## config.mk

```make
export PLATFORM = sky130hd
export DESIGN_NAME = inst_fetch_queue
export DESIGN_NICKNAME = d
export VERILOG_FILES = /design/src/rtl/ifq_pkg.sv /design/src/rtl/ifq_ptr_ctl.sv /design/src/rtl/inst_fetch_queue.sv
export SDC_FILE = /design/constraint.sdc
export NUM_CORES = 2
export LEC_CHECK = 0
export BUFFER_PORTS_ARGS = -buffer_cell sky130_fd_sc_hd__buf_2
export CAP_MARGIN = 20
export CORE_MARGIN = 2
export CORE_UTILIZATION = 25
export CTS_BUF_LIST = sky130_fd_sc_hd__clkbuf_4 sky130_fd_sc_hd__clkbuf_8 sky130_fd_sc_hd__clkbuf_16
export CTS_CLUSTER_DIAMETER = 150
export CTS_CLUSTER_SIZE = 20
export DETAILED_ROUTE_END_ITERATION = 8
export SYNTH_ARGS = -nofsm -noshare
export SYNTH_HDL_FRONTEND = slang
export SYNTH_SLANG_ARGS = --single-unit
```

## constraint.sdc

```tcl
create_clock -name clk -period 15.4 [get_ports clk]
set_input_delay 1.54 -clock clk [delete_from_list [all_inputs] [get_ports clk]]
set_output_delay 1.54 -clock clk [all_outputs]
set_load 0.02 [all_outputs]
```

## src/rtl/ifq_pkg.sv

```systemverilog
// Shared constants and helpers for the instruction fetch queue.
// NOP encoding is used to pad partial fetch bundles.
package ifq_pkg;
  localparam int          IFQ_INST_W = 32;
  localparam logic [31:0] IFQ_NOP    = 32'h6000_0000;

  function automatic int ifq_clog2(input int value);
    int r;
    r = 0;
    while ((1 << r) < value) r++;
    return r;
  endfunction
endpackage

```

## src/rtl/ifq_ptr_ctl.sv

```systemverilog
// Head/tail/occupancy bookkeeping for the fetch queue; emits per-slot write
// enables/indices and read indices/valids. One-cycle update, no internal backpressure.
module ifq_ptr_ctl import ifq_pkg::*; #(
  parameter int DEPTH   = 64,
  parameter int FETCH_N = 2,
  parameter int ISSUE_N = 2,
  parameter int PTR_W   = ifq_clog2(DEPTH),
  parameter int CNT_W   = ifq_clog2(DEPTH + 1),
  parameter int PC_W    = ifq_clog2(FETCH_N + 1),
  parameter int PO_W    = ifq_clog2(ISSUE_N + 1)
) (
  input  logic                     clk,
  input  logic                     rst_n,
  input  logic                     i_flush,
  input  logic                     i_push_valid,
  input  logic [PC_W-1:0]          i_push_cnt,
  input  logic [PO_W-1:0]          i_pop_cnt,
  output logic                     o_push_ready,
  output logic                     o_empty,
  output logic                     o_full,
  output logic                     o_err_ovf,
  output logic                     o_err_udf,
  output logic [CNT_W-1:0]         o_count,
  output logic [FETCH_N-1:0]       o_wr_en,
  output logic [FETCH_N*PTR_W-1:0] o_wr_idx,
  output logic [ISSUE_N-1:0]       o_rd_vld,
  output logic [ISSUE_N*PTR_W-1:0] o_rd_idx
);
  logic [PTR_W-1:0] r_head;
  logic [PTR_W-1:0] r_tail;
  logic [CNT_W-1:0] r_count;
  logic             r_ovf;
  logic             r_udf;

  logic             w_push_ok;
  logic             w_push_bad;
  logic             w_pop_ok;
  logic             w_pop_bad;
  logic [CNT_W-1:0] w_pushed;
  logic [CNT_W-1:0] w_popped;

  // Readiness looks only at registered occupancy so fetch never waits on decode.
  assign o_push_ready = (CNT_W'(DEPTH) - r_count) >= CNT_W'(FETCH_N);
  assign w_push_ok    = i_push_valid && o_push_ready && !i_flush;
  assign w_push_bad   = i_push_valid && !o_push_ready && !i_flush;
  assign w_pop_bad    = !i_flush && (CNT_W'(i_pop_cnt) > r_count);
  assign w_pop_ok     = !i_flush && !w_pop_bad;
  assign w_pushed     = w_push_ok ? CNT_W'(i_push_cnt) : '0;
  assign w_popped     = w_pop_ok  ? CNT_W'(i_pop_cnt)  : '0;

  always_comb begin
    o_wr_en  = '0;
    o_wr_idx = '0;
    for (int i = 0; i < FETCH_N; i++) begin
      o_wr_en[i]                  = w_push_ok && (i < int'(i_push_cnt));
      o_wr_idx[i*PTR_W +: PTR_W]  = r_tail + PTR_W'(i);
    end
  end

  always_comb begin
    o_rd_vld = '0;
    o_rd_idx = '0;
    for (int k = 0; k < ISSUE_N; k++) begin
      o_rd_vld[k]                 = r_count > CNT_W'(k);
      o_rd_idx[k*PTR_W +: PTR_W]  = r_head + PTR_W'(k);
    end
  end

  always_ff @(posedge clk or negedge rst_n) begin
    if (!rst_n) begin
      r_head  <= '0;
      r_tail  <= '0;
      r_count <= '0;
      r_ovf   <= 1'b0;
      r_udf   <= 1'b0;
    end else begin
      if (w_push_bad) r_ovf <= 1'b1;
      if (w_pop_bad)  r_udf <= 1'b1;
      if (i_flush) begin
        r_head  <= '0;
        r_tail  <= '0;
        r_count <= '0;
      end else begin
        r_head  <= r_head + PTR_W'(w_popped);
        r_tail  <= r_tail + PTR_W'(w_pushed);
        r_count <= r_count + w_pushed - w_popped;
      end
    end
  end

  assign o_count   = r_count;
  assign o_empty   = (r_count == '0);
  assign o_full    = (r_count == CNT_W'(DEPTH));
  assign o_err_ovf = r_ovf;
  assign o_err_udf = r_udf;
endmodule

```

## src/rtl/inst_fetch_queue.sv

```systemverilog
// Instruction queue between fetch and decode: FETCH_N in, ISSUE_N out per cycle.
// Push visible one cycle later; pop is a zero-latency peek consumed on the edge.
module inst_fetch_queue import ifq_pkg::*; #(
  parameter int DEPTH   = 64,
  parameter int INST_W  = IFQ_INST_W,
  parameter int FETCH_N = 2,
  parameter int ISSUE_N = 2,
  parameter int CNT_W   = ifq_clog2(DEPTH + 1)
) (
  input  logic                            clk,
  input  logic                            rst_n,
  input  logic                            flush,
  input  logic                            push_valid,
  input  logic [ifq_clog2(FETCH_N+1)-1:0] push_cnt,
  input  logic [FETCH_N*INST_W-1:0]       push_data,
  output logic                            push_ready,
  output logic [ISSUE_N-1:0]              pop_valid,
  output logic [ISSUE_N*INST_W-1:0]       pop_data,
  input  logic [ifq_clog2(ISSUE_N+1)-1:0] pop_cnt,
  output logic [CNT_W-1:0]                count,
  output logic                            empty,
  output logic                            full,
  output logic                            err_ovf,
  output logic                            err_udf
);
  localparam int PTR_W = ifq_clog2(DEPTH);

  logic [INST_W-1:0]        r_mem [DEPTH];
  logic [FETCH_N-1:0]       w_wr_en;
  logic [FETCH_N*PTR_W-1:0] w_wr_idx;
  logic [ISSUE_N*PTR_W-1:0] w_rd_idx;

  ifq_ptr_ctl #(
    .DEPTH   (DEPTH),
    .FETCH_N (FETCH_N),
    .ISSUE_N (ISSUE_N)
  ) u_ptr_ctl (
    .clk          (clk),
    .rst_n        (rst_n),
    .i_flush      (flush),
    .i_push_valid (push_valid),
    .i_push_cnt   (push_cnt),
    .i_pop_cnt    (pop_cnt),
    .o_push_ready (push_ready),
    .o_empty      (empty),
    .o_full       (full),
    .o_err_ovf    (err_ovf),
    .o_err_udf    (err_udf),
    .o_count      (count),
    .o_wr_en      (w_wr_en),
    .o_wr_idx     (w_wr_idx),
    .o_rd_vld     (pop_valid),
    .o_rd_idx     (w_rd_idx)
  );

  // Slot 0 is the oldest and lives in the most-significant lane of the bundle.
  always_ff @(posedge clk) begin
    for (int i = 0; i < FETCH_N; i++) begin
      if (w_wr_en[i])
        r_mem[w_wr_idx[i*PTR_W +: PTR_W]] <= push_data[(FETCH_N-1-i)*INST_W +: INST_W];
    end
  end

  always_comb begin
    pop_data = '0;
    for (int k = 0; k < ISSUE_N; k++) begin
      if (pop_valid[k])
        pop_data[(ISSUE_N-1-k)*INST_W +: INST_W] = r_mem[w_rd_idx[k*PTR_W +: PTR_W]];
    end
  end
endmodule

```

After elaboration in Yosys (flattened, before gate mapping):

Memory sizes are Yosys's and may differ from the RTL's.
Index checks and enable logic that the tools add are counted.
Widths: inputs -> output; s select.

* flip-flop bits (word level): 21
* bits in latches: 0
* memory bits (writable): 2048
* memory bits (read-only): 0
* input port bits: 72
* output and inout bits: 78
* logic and storage cells: 43
* memories kept: 1

Memory list
* r_mem: depth 64, width 32, rd ports 2, clocked after memory_dff 0, wr ports 2, RTL line inst_fetch_queue.sv:28 `logic [INST_W-1:0] r_mem [DEPTH];`

* $add $sub $neg: 7
* $mul: 0
* div/mod/pow operators: 0
* magnitude comparators: 6
* equal/unequal tests: 1
* shift-type cells: 0
* mux-type cells: 11
* bitwise operators: 0
* reduce and logical (&&, ||, !) cells: 12

Operator list (count)
* $mux 32: 2
* $gt 7x1->1 const B: 2
* $add 6x1->6 const B: 2
* $add 6x6->6: 2
* $mux 6: 2
* $logic_and 1x1->1: 8
* $add 7x7->7: 1
* $eq 7x7->1 const B: 1
* $ge 7x2->1 const B: 1
* $gt 2x7->1: 1
* $logic_not 7->1: 1
* $mux 7: 1
* $sub 7x7->7: 1
* $sub 7x7->7 const A: 1
* $lt 1x2->1 const A: 2
* $mux 1: 4
* $mux 2: 2
* $logic_not 1->1: 3

Logic depth before layout (Yosys ltp):

* depth in word-level cells: 8
* gate-level depth with buffers: 18

Modules after synthesis:

Synthesis repeated with hierarchy kept, for this count alone.

* cells, all modules: 7390
* area, all modules: 122812.8 um^2

Modules (own cells, without submodules)
* inst_fetch_queue: instances 1, cells an instance 7209, area an instance 121113.7 um^2
* ifq_ptr_ctl: instances 1, cells an instance 181, area an instance 1699.1 um^2

Worst setup path before layout:

No wires, ideal clock.

* path type: in2reg
* start: input port push_cnt[1]
* end: memory r_mem[57][0] (netlist name) (enable)
* arrival time: 4796 ps
* data required time: 14934 ps
* setup slack: 10138 ps
* stages: 5
* path buffers: 1
* path through: clkbuf_1 -> nor2_1 -> nor3b_1 -> nand4_1 -> o21ai_0

RTL lines
* start: declaration: RTL line inst_fetch_queue.sv:14 `input logic [ifq_clog2(FETCH_N+1)-1:0] push_cnt,`
* end: declaration: RTL line inst_fetch_queue.sv:28

Worst setup path after layout:

* start: register u_ptr_ctl.r_head[0]
* end: output port pop_data[47]

* cells in the longest elaborated chain, start to end: 2

RTL lines
* start: declaration: RTL line ifq_ptr_ctl.sv:29 `logic [PTR_W-1:0] r_head;`
* start signal: assignment: RTL line ifq_ptr_ctl.sv:84 `r_head <= r_head + PTR_W'(w_popped);`
* $mem_v2 64x32
* $mux 32: RTL line inst_fetch_queue.sv:67 `if (pop_valid[k])`
* end: declaration: RTL line inst_fetch_queue.sv:18 `output logic [ISSUE_N*INST_W-1:0] pop_data,`

No other way between the ends.

==> results.md <==
- Status: complete, no violations
- Clock share of power: 0.226
- Max_slew headroom: 0.198
- Yosys warns: 0
- Post-synthesis cell count: 7834
- CP endpoint kind: output port
- Synth Register Bits: 2069
- WL final: 480000 µm
- Clk slew on worst S/H paths: 0.10 ns
- # setup viols final: 0
- Reg2reg path depth: 7
- Most frequent cells in the layout: 2049 x mux2_2, 2048 x edfxtp_1, 1111 x mux4_2, 601 x nand2_1, 343 x nand3_1
- Die Wd: 704 µm
- Largest net degree at the start of global routing: 138
- VDD IR-drop max: 135 µV
- Core Area: 0.489 mm²
- Detailed-route via count: 79.9k
- Crit Path Max Fanout: 64
- Worst-Margin Slew: 1.20 ns
- Int Power: 9.74 mW
- FF+latch area: 0.0620 mm²
- # Post-CTS Setup Buffers: 0
- Rows: 257
- Syn Area/Cell: 15.7 µm²
- RSZ-0062 raised after global routing: false
- Mapped cell area: 0.123 mm²
- CTS tree: built
- Root Buffer: clkbuf_16
- Port bufs: 149
- Starting density of the core: 0.251
- Initial antenna violation count: 59
- Sink Count: 2069
- Async SR Flop Fraction: 0.0101
- Remaining global-route overflow: 0
- Sequential element share of the synthesized area: 0.506
- R2r startpoint: u_ptr_ctl.r_tail[0]$_DFF_PN0_
- Iter 0 DRT Violations: 11.7k
- Commonest non-fill, non-tap cell in the layout: mux2_2
- Hold Path Stages: 1
- Total of max-cap violations: 0
- Final Hold Viols: 0
- Number of synthesized flops with an enable pin: 2048
- Final ANT Viol Nets: 0
- Sequential share of power: 0.427
- Hold EP: u_ptr_ctl.o_err_ovf$_DFFE_PN0P_
- Clock Skews: 0.0412 ns
- Max H-tree Level: 3
- DRC: 0
- Hold Crit Class: reg2reg
- Met2 GRT Util: 0.306
- Area Growth Syn to Fin: 9.55%
- Hold wc startpoint: u_ptr_ctl.o_err_ovf$_DFFE_PN0P_
- Pwr Density: 109 mW/mm²
- Crit Path Class: reg2out
- Min cycle time layout: 8.43 ns
- Multi-input logic area: 0.0574 mm²
- I/O pins: 150
- Crit share post-route: 0.547
- FF-to-FF End: r_mem[27][18]$_DFFE_PP_
- First-pass GRT wire length: 656000 µm
- Startpoint type of the worst setup path: flop
- Mapped Nets: 7932
- Static leakage: 40.5 nW
- CTS Hold Bufs: 0
- Pre-antenna DRT Iters: 7
- Sw Share: 0.336
- Total GRT Usage: 0.185
- Share of cells above drive strength 1: 0.531
- Gpl congestion: 0.873
- Post-DP HPWL: 281000 µm
- TritonCTS Buffers: 113
- Post-layout util: 0.275
- Psw: 4.92 mW
- Wirelength per Cell: 34.6 µm
- Die ar.: 0.496 mm²
- Vias per cell: 5.76
- Dominant synthesized flop cell: edfxtp_1
- Gr busiest metal: met2
- Vias in the first global route: 79.3k
- TNS Setup: 0 ns
- Clk_lat worst skew: 0.84 ns
- Met1 Use GR: 0.224
- Max Slew Vio Count: 0
- Clock tree buffer depth: 3
- Data arrival time of the critical path: 6.89 ns
- Fmax: 119 MHz
- CTS resizes: 0
- # fillers: 49.1k
- Critical Path RT: 13.86 ns
- R2R Setup Slk: 10.24 ns
- Cell variety after synth: 61
- Comb pwr share: 0.347
- Nets: 7446
- Grt met3 use: 0.0400
- DIE HEIGHT: 704 µm
==> worst max-delay path by stage <==
stage                                        from                endpoint  slack (ns)  cells after the start
global route        u_ptr_ctl.r_head[0]$_DFF_PN0_            pop_data[47]        6.50                     10
finish              u_ptr_ctl.r_head[0]$_DFF_PN0_            pop_data[47]        6.97                     10
detailed placement  u_ptr_ctl.r_head[0]$_DFF_PN0_            pop_data[47]        7.72                     10
global placement    u_ptr_ctl.r_head[0]$_DFF_PN0_            pop_data[47]        7.82                     10
floorplan                             push_cnt[1]  r_mem[57][0]$_DFFE_PP_       10.14                      5
CTS                 u_ptr_ctl.r_head[0]$_DFF_PN0_            pop_data[47]        6.85                     10
==> state kept, by name (all words and copies together) (netlist names) <==
| signal | count |
|---|---|
| r_mem | 2048 |
| u_ptr_ctl.o_err_udf | 1 |
| u_ptr_ctl.o_count | 7 |
| u_ptr_ctl.r_head | 6 |
| u_ptr_ctl.o_err_ovf | 1 |
| u_ptr_ctl.r_tail | 6 |
==> cell usage after synthesis, types with 33 or more instances <==
| cell type | instances | area (µm²) |
|---|---|---|
| nand4_1 | 42 | 263 |
| edfxtp_1 | 2048 | 61500 |
| o21ai_0 | 61 | 305 |
| mux2_2 | 2049 | 23100 |
| nand3_1 | 343 | 1720 |
| buf_4 | 33 | 248 |
| a22oi_1 | 36 | 270 |
| a31oi_1 | 34 | 213 |
| nor2_1 | 66 | 248 |
| nand2_1 | 616 | 2310 |
| buf_2 | 245 | 1230 |
| clkbuf_1 | 658 | 2470 |
| mux4_2 | 1111 | 25000 |
| buf_1 | 114 | 428 |
| mux2i_1 | 47 | 470 |
==> per-stage QoR <==
stage               cell area (µm²)  total power [mW]  setup WS, ns  hold WS [ns]  std cells
floorplan                    123000              9.77         10.14         0.565       7834
global placement             130000              11.4          7.82         0.453      13700
detailed placement           130000              11.4          7.72         0.458      13700
CTS                          134000              14.6          6.85         0.482      13800
global route                 134000              15.1          6.50         0.503      13900
finish                       134000              14.7          6.97         0.474      13900
==> layout make-up <==
| class | instances | share of cell area |
|---|---|---|
| multi-input cells | 4692 | 0.427 |
| clock buffers | 135 | 0.0224 |
| diodes | 20 | 0.000372 |
| flip-flops and latches | 2069 | 0.462 |
| inverters | 23 | 0.000698 |
| clock inverters | 6 | 0.000670 |
| well taps | 6475 | 0.0603 |
| repair buffers | 449 | 0.0271 |
==> power groups by stage <==
stage               Clock [mW]  Sequential, mW  Combinational, mW
floorplan                    0            6.36               3.41
global placement             0            6.39               4.99
detailed placement           0            6.39               5.03
CTS                       3.34            6.26               5.05
global route              3.49            6.27               5.34
finish                    3.30            6.26               5.09
==> kinds of logic after synthesis <==
kind of cell | after synthesis | synth area share
flops | 2069 | 0.506
simple gates | 1169 | 0.0428
mux | 3209 | 0.396
buf+inv | 1073 | 0.0363
xor+xnor | 22 | 0.00157
fa+ha+maj | 26 | 0.00277
compound gates | 266 | 0.0148
==> worst max-delay path, stage by stage, from the launching register on <==
cell	delay [ns]
dfrtp_4	0.90
buf_4	0.62
buf_4	0.88
buf_4	0.80
buf_4	0.89
mux4_2	0.40
mux2i_1	0.07
a211oi_1	0.51
a21oi_1	0.11
o21ai_0	0.41
buf_2	0.26
==> routing by layer <==
layer | vias to the layer above | wire length (µm) | share of wire
met5 | - | 69 | 0.00014
met4 | 12 | 32400 | 0.067
met3 | 1281 | 48600 | 0.10
met2 | 5595 | 229000 | 0.48
met1 | 42700 | 170000 | 0.35
li1 | 30300 | - | -
Note: power is estimated with default switching activity, not from simulation.
